===== src/rtl/dma_apb_cfg_mc_pkg.sv =====
// Shared widths, register offsets and enums for the multi-channel DMA APB config block.
package dma_apb_cfg_mc_pkg;

    localparam int unsigned REG_ADDR_WIDTH = 12;
    localparam int unsigned REG_DATA_WIDTH = 32;
    localparam int unsigned MODE_WIDTH     = 2;

    localparam int unsigned CH_SRC_OFS  = 'h0;
    localparam int unsigned CH_DEST_OFS = 'h4;
    localparam int unsigned CH_SIZE_OFS = 'h8;
    localparam int unsigned CH_MODE_OFS = 'hC;

    localparam int unsigned GLB_INT_STAT_OFS = 'h0;
    localparam int unsigned GLB_INT_EN_OFS   = 'h4;
    localparam int unsigned GLB_BUSY_OFS     = 'h8;
    localparam int unsigned GLB_SPAN         = 'hC;

    typedef enum logic [1:0] {MODE_IDLE, MODE_NORMAL, MODE_VERIFY} dma_mode_e;
    typedef enum logic [1:0] {APB_IDLE, APB_SETUP, APB_ACCESS} apb_state_e;

endpackage


===== src/rtl/dma_apb_chan_regs.sv =====
// One DMA channel: SRC/DEST/SIZE/MODE registers, busy tracking and start pulse.
module dma_apb_chan_regs
    import dma_apb_cfg_mc_pkg::*;
(
    input  logic                      clk,
    input  logic                      rst,
    input  logic                      write,
    input  logic                      wr_en,
    input  logic [REG_ADDR_WIDTH-1:0] addr,
    input  logic [REG_DATA_WIDTH-1:0] wdata,
    input  logic                      done,
    output logic [REG_DATA_WIDTH-1:0] rd_data_c,
    output logic                      err_c,
    output logic                      done_set_c,
    output logic [REG_DATA_WIDTH-1:0] src,
    output logic [REG_DATA_WIDTH-1:0] dest,
    output logic [REG_DATA_WIDTH-1:0] size,
    output logic [MODE_WIDTH-1:0]     mode,
    output logic                      start,
    output logic                      busy
);

    logic zero_done;

    // Zero-length starts complete on their own one cycle after the commit.
    assign done_set_c = (done && busy) || zero_done;

    // Read mux and access checks for this channel's register window.
    always_comb begin
        rd_data_c = '0;
        err_c     = 1'b0;
        case (addr)
            REG_ADDR_WIDTH'(CH_SRC_OFS):  rd_data_c = src;
            REG_ADDR_WIDTH'(CH_DEST_OFS): rd_data_c = dest;
            REG_ADDR_WIDTH'(CH_SIZE_OFS): rd_data_c = size;
            REG_ADDR_WIDTH'(CH_MODE_OFS): begin
                rd_data_c = REG_DATA_WIDTH'(mode);
                if (write && (wdata > REG_DATA_WIDTH'(MODE_VERIFY))) err_c = 1'b1;
            end
            default: err_c = 1'b1;
        endcase
        if (write && busy) err_c = 1'b1;
    end

    always_ff @(posedge clk) begin
        if (rst) begin
            src       <= '0;
            dest      <= '0;
            size      <= '0;
            mode      <= MODE_WIDTH'(MODE_IDLE);
            start     <= 1'b0;
            busy      <= 1'b0;
            zero_done <= 1'b0;
        end else begin
            start     <= 1'b0;
            zero_done <= 1'b0;
            if (done_set_c) begin
                busy <= 1'b0;
                mode <= MODE_WIDTH'(MODE_IDLE);
            end
            // Writes only commit on an idle channel, so they never race the done path.
            if (wr_en) begin
                case (addr)
                    REG_ADDR_WIDTH'(CH_SRC_OFS):  src  <= wdata;
                    REG_ADDR_WIDTH'(CH_DEST_OFS): dest <= wdata;
                    REG_ADDR_WIDTH'(CH_SIZE_OFS): size <= wdata;
                    REG_ADDR_WIDTH'(CH_MODE_OFS): begin
                        if (wdata[MODE_WIDTH-1:0] != MODE_WIDTH'(MODE_IDLE)) begin
                            mode <= wdata[MODE_WIDTH-1:0];
                            if (size != '0) begin
                                busy  <= 1'b1;
                                start <= 1'b1;
                            end else begin
                                zero_done <= 1'b1;
                            end
                        end
                    end
                    default: ;
                endcase
            end
        end
    end

endmodule


===== src/rtl/dma_apb_cfg_mc.sv =====
// APB slave for an NCH-channel DMA: transfer FSM, address decode, global IRQ registers.
module dma_apb_cfg_mc
    import dma_apb_cfg_mc_pkg::*;
#(
    parameter int unsigned NCH         = 4,
    parameter int unsigned WAIT_STATES = 0,
    parameter int unsigned CH_STRIDE   = 32,
    parameter int unsigned GLB_BASE    = 256
) (
    input  logic                          CLK,
    input  logic                          RST,
    input  logic                          PSEL,
    input  logic                          PENABLE,
    input  logic                          PWRITE,
    input  logic [REG_ADDR_WIDTH-1:0]     PADDR,
    input  logic [REG_DATA_WIDTH-1:0]     PWDATA,
    output logic [REG_DATA_WIDTH-1:0]     PRDATA,
    output logic                          PREADY,
    output logic                          PSLVERR,
    output logic [NCH*REG_DATA_WIDTH-1:0] ch_src,
    output logic [NCH*REG_DATA_WIDTH-1:0] ch_dest,
    output logic [NCH*REG_DATA_WIDTH-1:0] ch_size,
    output logic [NCH*MODE_WIDTH-1:0]     ch_mode,
    output logic [NCH-1:0]                ch_start,
    input  logic [NCH-1:0]                ch_done,
    output logic                          INTR
);

    apb_state_e                state;
    logic [2:0]                wait_cnt;
    logic [NCH-1:0]            int_status;
    logic [NCH-1:0]            int_enable;
    logic [NCH-1:0]            ch_busy;
    logic [NCH-1:0]            done_set;
    logic [NCH-1:0]            ch_err;
    logic [NCH-1:0]            ch_sel;
    logic [REG_DATA_WIDTH-1:0] ch_rd [NCH];

    logic [31:0]               addr32;
    logic [31:0]               ch_idx;
    logic [31:0]               ch_ofs;
    logic [31:0]               glb_ofs;
    logic                      ch_hit;
    logic                      glb_hit;
    logic                      err_c;
    logic [REG_DATA_WIDTH-1:0] rd_c;
    logic [REG_DATA_WIDTH-1:0] ch_rd_sel;
    logic [REG_DATA_WIDTH-1:0] glb_rd;
    logic                      ch_err_sel;
    logic                      glb_err;
    logic                      wr_commit;

    // A write takes effect only at the end of an error-free PREADY cycle.
    assign wr_commit = PREADY && !PSLVERR && PSEL && PENABLE && PWRITE;

    // Address decode, access checks and read mux.
    always_comb begin
        addr32     = 32'(PADDR);
        ch_idx     = addr32 / CH_STRIDE;
        ch_ofs     = addr32 % CH_STRIDE;
        glb_ofs    = addr32 - GLB_BASE;
        ch_hit     = addr32 < (NCH * CH_STRIDE);
        glb_hit    = (addr32 >= GLB_BASE) && (addr32 < (GLB_BASE + GLB_SPAN));
        ch_sel     = '0;
        ch_rd_sel  = '0;
        ch_err_sel = 1'b0;
        for (int c = 0; c < int'(NCH); c++) begin
            if (ch_hit && (ch_idx == 32'(c))) begin
                ch_sel[c]  = 1'b1;
                ch_rd_sel  = ch_rd[c];
                ch_err_sel = ch_err[c];
            end
        end
        glb_rd  = '0;
        glb_err = 1'b0;
        case (glb_ofs)
            32'(GLB_INT_STAT_OFS): glb_rd = REG_DATA_WIDTH'(int_status);
            32'(GLB_INT_EN_OFS):   glb_rd = REG_DATA_WIDTH'(int_enable);
            32'(GLB_BUSY_OFS): begin
                glb_rd  = REG_DATA_WIDTH'(ch_busy);
                glb_err = PWRITE;
            end
            default: ;
        endcase
        err_c = (PADDR[1:0] != 2'b00) || (!ch_hit && !glb_hit) ||
                (ch_hit && ch_err_sel) || (glb_hit && glb_err);
        rd_c  = err_c ? '0 : (ch_hit ? ch_rd_sel : glb_rd);
    end

    for (genvar c = 0; c < NCH; c++) begin : g_ch
        dma_apb_chan_regs u_chan (
            .clk        (CLK),
            .rst        (RST),
            .write      (PWRITE),
            .wr_en      (wr_commit && ch_sel[c]),
            .addr       (REG_ADDR_WIDTH'(ch_ofs)),
            .wdata      (PWDATA),
            .done       (ch_done[c]),
            .rd_data_c  (ch_rd[c]),
            .err_c      (ch_err[c]),
            .done_set_c (done_set[c]),
            .src        (ch_src[c*REG_DATA_WIDTH +: REG_DATA_WIDTH]),
            .dest       (ch_dest[c*REG_DATA_WIDTH +: REG_DATA_WIDTH]),
            .size       (ch_size[c*REG_DATA_WIDTH +: REG_DATA_WIDTH]),
            .mode       (ch_mode[c*MODE_WIDTH +: MODE_WIDTH]),
            .start      (ch_start[c]),
            .busy       (ch_busy[c])
        );
    end

    // APB FSM; SETUP is the first access cycle, PREADY lands on access cycle WAIT_STATES+1.
    always_ff @(posedge CLK) begin
        if (RST) begin
            state    <= APB_IDLE;
            wait_cnt <= '0;
            PREADY   <= 1'b0;
            PSLVERR  <= 1'b0;
            PRDATA   <= '0;
        end else begin
            case (state)
                APB_IDLE: begin
                    PREADY  <= 1'b0;
                    PSLVERR <= 1'b0;
                    PRDATA  <= '0;
                    if (PSEL && !PENABLE) begin
                        state    <= APB_SETUP;
                        wait_cnt <= '0;
                        if (WAIT_STATES == 0) begin
                            PREADY  <= 1'b1;
                            PSLVERR <= err_c;
                            PRDATA  <= rd_c;
                        end
                    end
                end
                APB_SETUP, APB_ACCESS: begin
                    if (!PSEL || PREADY) begin
                        state   <= APB_IDLE;
                        PREADY  <= 1'b0;
                        PSLVERR <= 1'b0;
                        PRDATA  <= '0;
                    end else begin
                        state    <= APB_ACCESS;
                        wait_cnt <= wait_cnt + 3'd1;
                        if ((32'(wait_cnt) + 32'd1) == WAIT_STATES) begin
                            PREADY  <= 1'b1;
                            PSLVERR <= err_c;
                            PRDATA  <= rd_c;
                        end
                    end
                end
                default: state <= APB_IDLE;
            endcase
        end
    end

    // Interrupt status (W1C, completion set wins), enable mask and registered INTR.
    always_ff @(posedge CLK) begin
        if (RST) begin
            int_status <= '0;
            int_enable <= '0;
            INTR       <= 1'b0;
        end else begin
            INTR <= |(int_status & int_enable);
            if (wr_commit && glb_hit && (glb_ofs == 32'(GLB_INT_STAT_OFS)))
                int_status <= (int_status & ~PWDATA[NCH-1:0]) | done_set;
            else
                int_status <= int_status | done_set;
            if (wr_commit && glb_hit && (glb_ofs == 32'(GLB_INT_EN_OFS)))
                int_enable <= PWDATA[NCH-1:0];
        end
    end

endmodule


===== config.mk =====
export PLATFORM = sky130hd
export DESIGN_NAME = dma_apb_cfg_mc
export DESIGN_NICKNAME = d
export VERILOG_FILES = /design/src/rtl/dma_apb_cfg_mc_pkg.sv /design/src/rtl/dma_apb_chan_regs.sv /design/src/rtl/dma_apb_cfg_mc.sv
export SDC_FILE = /design/constraint.sdc
export NUM_CORES = 1
export LEC_CHECK = 0
export BUFFER_PORTS_ARGS = -buffer_cell sky130_fd_sc_hd__buf_4
export CAP_MARGIN = 20
export CORE_ASPECT_RATIO = 1.75
export CORE_MARGIN = 2
export CORE_UTILIZATION = 45
export CTS_CLUSTER_DIAMETER = 150
export DETAILED_ROUTE_END_ITERATION = 16
export PLACE_DENSITY = 0.69
export SLEW_MARGIN = 15
export SYNTH_ARGS = -nofsm -noshare
export SYNTH_HDL_FRONTEND = slang
export SYNTH_SLANG_ARGS = --single-unit

===== constraint.sdc =====
create_clock -name CLK -period 6.5 [get_ports CLK]
set_input_delay 0.325 -clock CLK [delete_from_list [all_inputs] [get_ports CLK]]
set_output_delay 0.325 -clock CLK [all_outputs]
set_load 0.01 [all_outputs]

==> results.cfg, run 1 <==
[routing]
drtIter0Drc = 2112
first_pass_iters = 5
wirelength_um = 90100
via_per_inst = 5.95
ant_nets = 0
post_drt_wl_per_cell_um = 25.8
vias = 20800
post-route-drc-count = 0

[global_routing]
grt_max_degree = 123
groute.usage.overall_pct = 36.9
grt-ovfl-total = 0
antenna_found_initial = 0
grt_pass1_wl_um = 129000
grt_pass1_vias = 19900

[critical_path]
cp-start-kind = primary input
crit_start = PADDR[3]
crit_path_end_kind = flip-flop
ff2ff_setup_slack_ns = 3.90
slowest_stage = buf_4
crit_path_max_fanout = 80
arrival_ns = 3.44
worstSetupPathType = primary input to flip-flop
max_stage_delay_ns = 1.04
reg2reg_to = g_ch[2].u_chan.size[20]
r2r_start = PREADY
ff2ff_path_depth = 6
crit_chain = buf_6 > buf_4 > mux2i_1 > nor2_1 > a21oi_1 > mux4_2 > o21ai_1
cp.required_ns = 6.93

[cts]
cts_htree_levels = 2
path_clk_slew_ns = 0.07
ctsResizeCount = 0
ctsHoldBuffers = 0
cts_made_buffers = 43
postCtsSetupBuffers = 0
clkLatencyLatePin_ns = 0.56
clockBufferDepth = 3
clkSinkCount = 452
cts_tree = done
cts_root_buffer = clkbuf_16

[final_layout]
nNetsFinal = 2944
drive_gt1_share_pct = 25.8
antenna_cells = 0
final_cells = 3493
areaGrowthSynthToFinish_pct = 24.6

[synthesis]
yosys_warnings = 0
yosys-top-cells-area = dfxtp_1 44%, nand2_1 15%, a21oi_1 9.6%, mux2i_1 6.1%, a21oi_2 5.1%
syn_nets = 2612
yosysTopAreaCell = dfxtp_1
synth_area_um2 = 20400
avgSynthCellArea_um2 = 8.00
async_flop_share_pct = 0
syn_inst = 2556
ys.flop_type = dfxtp_1
ys_seq_elements = 452
yosysUniqueCellTypes = 52
yosysTopAreaCellShare_pct = 44.3
yosysSeqAreaShare_pct = 44.3
synth_edf_count = 0

[power]
combPwrFrac_pct = 5.2
swShare_pct = 23.5
power_mw = 5.72
vdd_drop_max_mv = 0.202
p_seq_share_pct = 48.5
p_clk_share_pct = 46.4
power_density_nw_per_um2 = 225
intPower_mw = 4.38
leakage_nw = 9.65
p_switching_mw = 1.34

[placement]
dp.cells = 3420
port-buffer-count = 483
post-place-ws_ns = 2.97
gp_congestion = 0.960
hpwl_um = 65500

[min_path]
hold_path.class = primary input to flip-flop
worst_hold_startpoint = ch_done[0]
hold_end = int_status[0]
hold_path_depth = 3

[floorplanning]
start_util_pct = 45.5
die_h_um = 286
io_pins = 484
core_um2 = 45000
rows = 103
dieArea_um2 = 47200
die_x_um = 165

[sta]
finalClockSkew_ns = 0.0216
setup_viol = 0
slew_violations = 0
finalHoldViolCount = 0
fin_crit_ns = 3.01
setup-tns-final_ns = 0
max_freq_ghz = 0.332
fin_crit_sh_pct = 46.3
fin_ws_ns = 3.49
rsz0062_at_grt = false
tightest_slew_ns = 1.20
slew_headroom_pct = 19.9

[run_status]
status = finished clean

[run]
cap_violations = 0
[synth_stat cells (all sizes together) (22+ instances only)]
library cell  count
mux2i           125
nor2            143
dfxtp           452
a21oi           513
nand2           815
nand3            22
clkbuf          136
nor4             43
o21ai            42
buf              92
mux4             37
[cell usage in the layout (no fill, tap or decap), types with 4 or more instances in the layout]
cell       Yosys  final
a21o_1         4      4
a21oi_1      393    393
a21oi_2      120    120
a221oi_1       4      4
a22oi_1       11     11
a31oi_1        6      6
and3_1         9      8
buf_4          4    508
buf_8          0      4
bufinv_16      0      7
clkbuf_1     136     12
clkbuf_16      0     43
clkbuf_8       0      4
clkinv_2       0      5
dfxtp_1      452    452
inv_1         16     16
mux2_2         5      5
mux2i_1      125    125
mux4_2        37     37
nand2_1      815    815
nand2b_1       5      5
nand3_1       22     19
nand4_1       14     14
nor2_1       143    143
nor2b_1        7      6
nor3_1         9      9
nor3_4         6      6
nor4_1        42     42
o21ai_0       21     21
o21ai_1       21     21
o2bb2ai_1      4      4
[cell type report]
class	count	area, µm²
Timing Repair Buffer	515	3930
Tap cell	577	722
Fill cell	4123	19500
Clock inverter	14	251
Multi-Input combinational cell	1860	10300
Sequential cell	452	9050
Clock buffer	59	1180
Inverter	16	60.1
[metrics by stage]
step | area (µm²) | hold WS [ns] | utilization, %
global placement | 24000 | 0.440 | 53.3
CTS | 25500 | 0.0717 | 56.6
detailed placement | 24000 | 0.441 | 53.5
finish | 25500 | 0.0905 | 56.6
floorplan | 20400 | 0.454 | -
global route | 25500 | 0.107 | 56.6
[flip-flops by register name, summed over array words and instances, names as in the netlist]
register               count
g_ch.u_chan.src          128
g_ch.u_chan.busy           4
int_enable                 4
PREADY                     1
g_ch.u_chan.size         128
g_ch.u_chan.mode           8
state                      2
PRDATA                    32
int_status                 4
g_ch.u_chan.start          4
INTR                       1
g_ch.u_chan.dest         128
wait_cnt                   3
PSLVERR                    1
g_ch.u_chan.zero_done      4
[critical path, delay by kind of cell]
family | cells | cell delay [ns]
multiplexers | 2 | 0.63
AO/OA/AOI/OAI | 2 | 0.59
AND/OR/NAND/NOR | 1 | 0.06
buffers and inverters | 2 | 1.72
[power groups by stage]
stage / logic, mW / registers, mW / clock network (mW)
floorplan: 0.175 / 2.84 / 0
global placement: 0.286 / 2.84 / 0
detailed placement: 0.288 / 2.84 / 0
CTS: 0.289 / 2.77 / 2.66
global route: 0.303 / 2.77 / 2.77
finish: 0.297 / 2.77 / 2.65
[cells by family after synthesis]
kind of cell,Yosys count,share of synthesized area [%]
AO/OA/AOI/OAI,606,17.8
AND/OR/NAND/NOR,1084,21.7
buffers and inverters,244,5.64
multiplexers,167,10.5
flip-flops,452,44.3
adder cells (fa/ha/maj),3,0.184
[per-layer routing]
metal  vias to the layer above  routed length [µm]  global-route usage [%]
li1                       9276                   -                       -
met1                      9823               28900                    38.6
met2                      1278               44300                    62.9
met3                       399                7360                    6.50
met4                         0                9520                    32.0
met5                         -                   0                       0
[worst max path at each step]
stage                                         end  depth (start not counted)  slack (ns)
after floorplan           g_ch[2].u_chan.size[10]                          8        4.19
after global placement    g_ch[1].u_chan.dest[30]                          6        2.99
after detailed placement                PRDATA[0]                          7        2.97
after CTS                               PRDATA[0]                          7        3.55
after global routing                    PRDATA[6]                          7        3.36
final                                   PRDATA[6]                          7        3.49
No activity file was read; power rests on OpenSTA's default activity.
==> inputs of run 2 (changes only) <==
--- a/config.mk
+++ b/config.mk
@@ -12,7 +12,7 @@
 export CORE_UTILIZATION = 45
 export CTS_CLUSTER_DIAMETER = 150
 export DETAILED_ROUTE_END_ITERATION = 16
-export PLACE_DENSITY = 0.69
+export PLACE_DENSITY = 0.71
 export SLEW_MARGIN = 15
 export SYNTH_ARGS = -nofsm -noshare
 export SYNTH_HDL_FRONTEND = slang
==> constraint.sdc (replaced) <==
create_clock -name CLK -period 2.6 [get_ports CLK]
set_input_delay 0.13 -clock CLK [delete_from_list [all_inputs] [get_ports CLK]]
set_output_delay 0.13 -clock CLK [all_outputs]
set_load 0.01 [all_outputs]
==> results.cfg, run 2 (synthesized netlist as in run 1, its figures left out) <==
[floorplanning]
dieArea_um2 = 47200
die_h_um = 286
io_pins = 484
core_um2 = 45000
start_util_pct = 45.5
rows = 103
die_x_um = 165

[critical_path]
worstSetupPathType = primary input to flip-flop
r2r_start = state[0]
cp-start-kind = primary input
arrival_ns = 2.96
crit_start = PWDATA[23]
crit_path_max_fanout = 28
cp.required_ns = 3.08
crit_path_end_kind = flip-flop

[final_layout]
final_cells = 3575
areaGrowthSynthToFinish_pct = 29.4
n_fill_cell = 4027
fin_area_um2 = 26500
final_cell_mix = 815 x nand2_1, 537 x buf_4, 452 x dfxtp_1, 393 x a21oi_1, 143 x nor2_1
antenna_cells = 0
drive_gt1_share_pct = 26.9
layout_commonest_cell = nand2_1
nNetsFinal = 3023
reg_top3 = g_ch.u_chan.dest (128), g_ch.u_chan.size (128), g_ch.u_chan.src (128)

[global_routing]
busiest_layer = met2
use_met3_pct = 6.61
met2_usage_pct = 64.9
grt-ovfl-total = 0
grt_pass1_vias = 20300
grt_pass1_wl_um = 131000
grt_max_degree = 93
antenna_found_initial = 1
grt_util_met1_pct = 38.3
groute.usage.overall_pct = 37.5

[cts]
clkLatencyLatePin_ns = 0.56
cts_made_buffers = 42
cts_htree_levels = 2
ctsResizeCount = 0
clockBufferDepth = 3
path_clk_slew_ns = 0.07
clkSinkCount = 452
cts_root_buffer = clkbuf_16
cts_tree = done

[placement]
port-buffer-count = 483
gp_congestion = 1.00
dpl_cell_area_um2 = 24700
dp.cells = 3470
hpwl_um = 67700

[routing]
post_drt_wl_per_cell_um = 25.6
post-route-drc-count = 0
first_pass_iters = 8
via_per_inst = 5.89
vias = 21100
wirelength_um = 91500
drtIter0Drc = 2328
ant_nets = 0

[sta]
setup-tns-final_ns = 0
finalHoldViolCount = 0
setup_viol = 0
tightest_slew_ns = 0.696
max_freq_ghz = 0.405
fin_crit_sh_pct = 95.0
slew_headroom_pct = 53.6
fin_crit_ns = 2.47
finalClockSkew_ns = 0.00939
fin_hold_ws_ns = 0.0222
rsz0062_at_grt = false
slew_violations = 0

[power]
power_density_nw_per_um2 = 547
leakage_nw = 10.1
power_mw = 14.5
vdd_drop_max_mv = 0.456

[min_path]
worst_hold_startpoint = RST
hold_path.class = primary input to flip-flop

[run]
cap_violations = 0

[run_status]
status = finished clean
## run 2: cell types whose count changed in the layout (fill, tap and decap cells not counted), moves of 2 or more
cell / delta
clkbuf_8: +5
bufinv_16: -2
buf_8: -3
nand3_2: -3
clkbuf_16: +2
buf_12: +25
dlygate4sd3_1: +30
buf_4: +29
clkbuf_1: -4
nand3_1: +3
## run 2: cell type report
cell class | instances | area, µm² | share of cell area, %
inverter | 16 | 60.1 | 0.227
clock buffer | 62 | 1280 | 4.84
timing repair buffer | 595 | 4880 | 18.4
clock inverter | 13 | 196 | 0.743
tap | 577 | 722 | 2.73
multi-input combinational | 1860 | 10300 | 38.8
sequential | 452 | 9050 | 34.2
## run 2: repair_timing
| action | in CTS | in global routing |
|---|---|---|
| hold buffers | 30 | 0 |
| buffers inserted | 0 | 0 |
| hold endpoints to repair | 288 | 0 |
## run 2: worst paths after layout
path	endpoint	slack, ns	cells after the start
setup / recovery	PRDATA[22]	0.13	8
hold / removal	g_ch[1].u_chan.mode[0]	0.02	2
setup reg to reg	PRDATA[22]	0.29	8
hold reg to reg	PRDATA[15]	0.45	2
## run 2: per-layer routing
| layer | up-vias | wire length (µm) |
|---|---|---|
| met2 | 1247 | 45500 |
| met1 | 9959 | 29000 |
| met5 | - | 0 |
| met3 | 409 | 7120 |
| li1 | 9441 | - |
| met4 | 0 | 9920 |
## run 2: critical path, stage by stage
cell           delay, ns
dlygate4sd3_1       0.56
buf_4               0.22
nor4_1              0.37
nand4_1             0.36
o21ai_1             0.54
nand4_1             0.25
buf_4               0.30
o21ai_0             0.21
## run 2: through the flow
| stage | worst slack [ns] | utilization (%) |
|---|---|---|
| finish | 0.129 | 58.8 |
| global route | 0.0807 | 58.8 |
| CTS | 0.232 | 58.8 |
| detailed placement | 0.190 | 54.9 |
| global placement | 0.175 | 54.9 |
| floorplan | 0.490 | - |
## run 2: power by group
group          internal (mW)  switching (mW)
registers               6.92         0.00554
clock network           3.91            2.80
logic                  0.233           0.586
total                   11.1            3.39
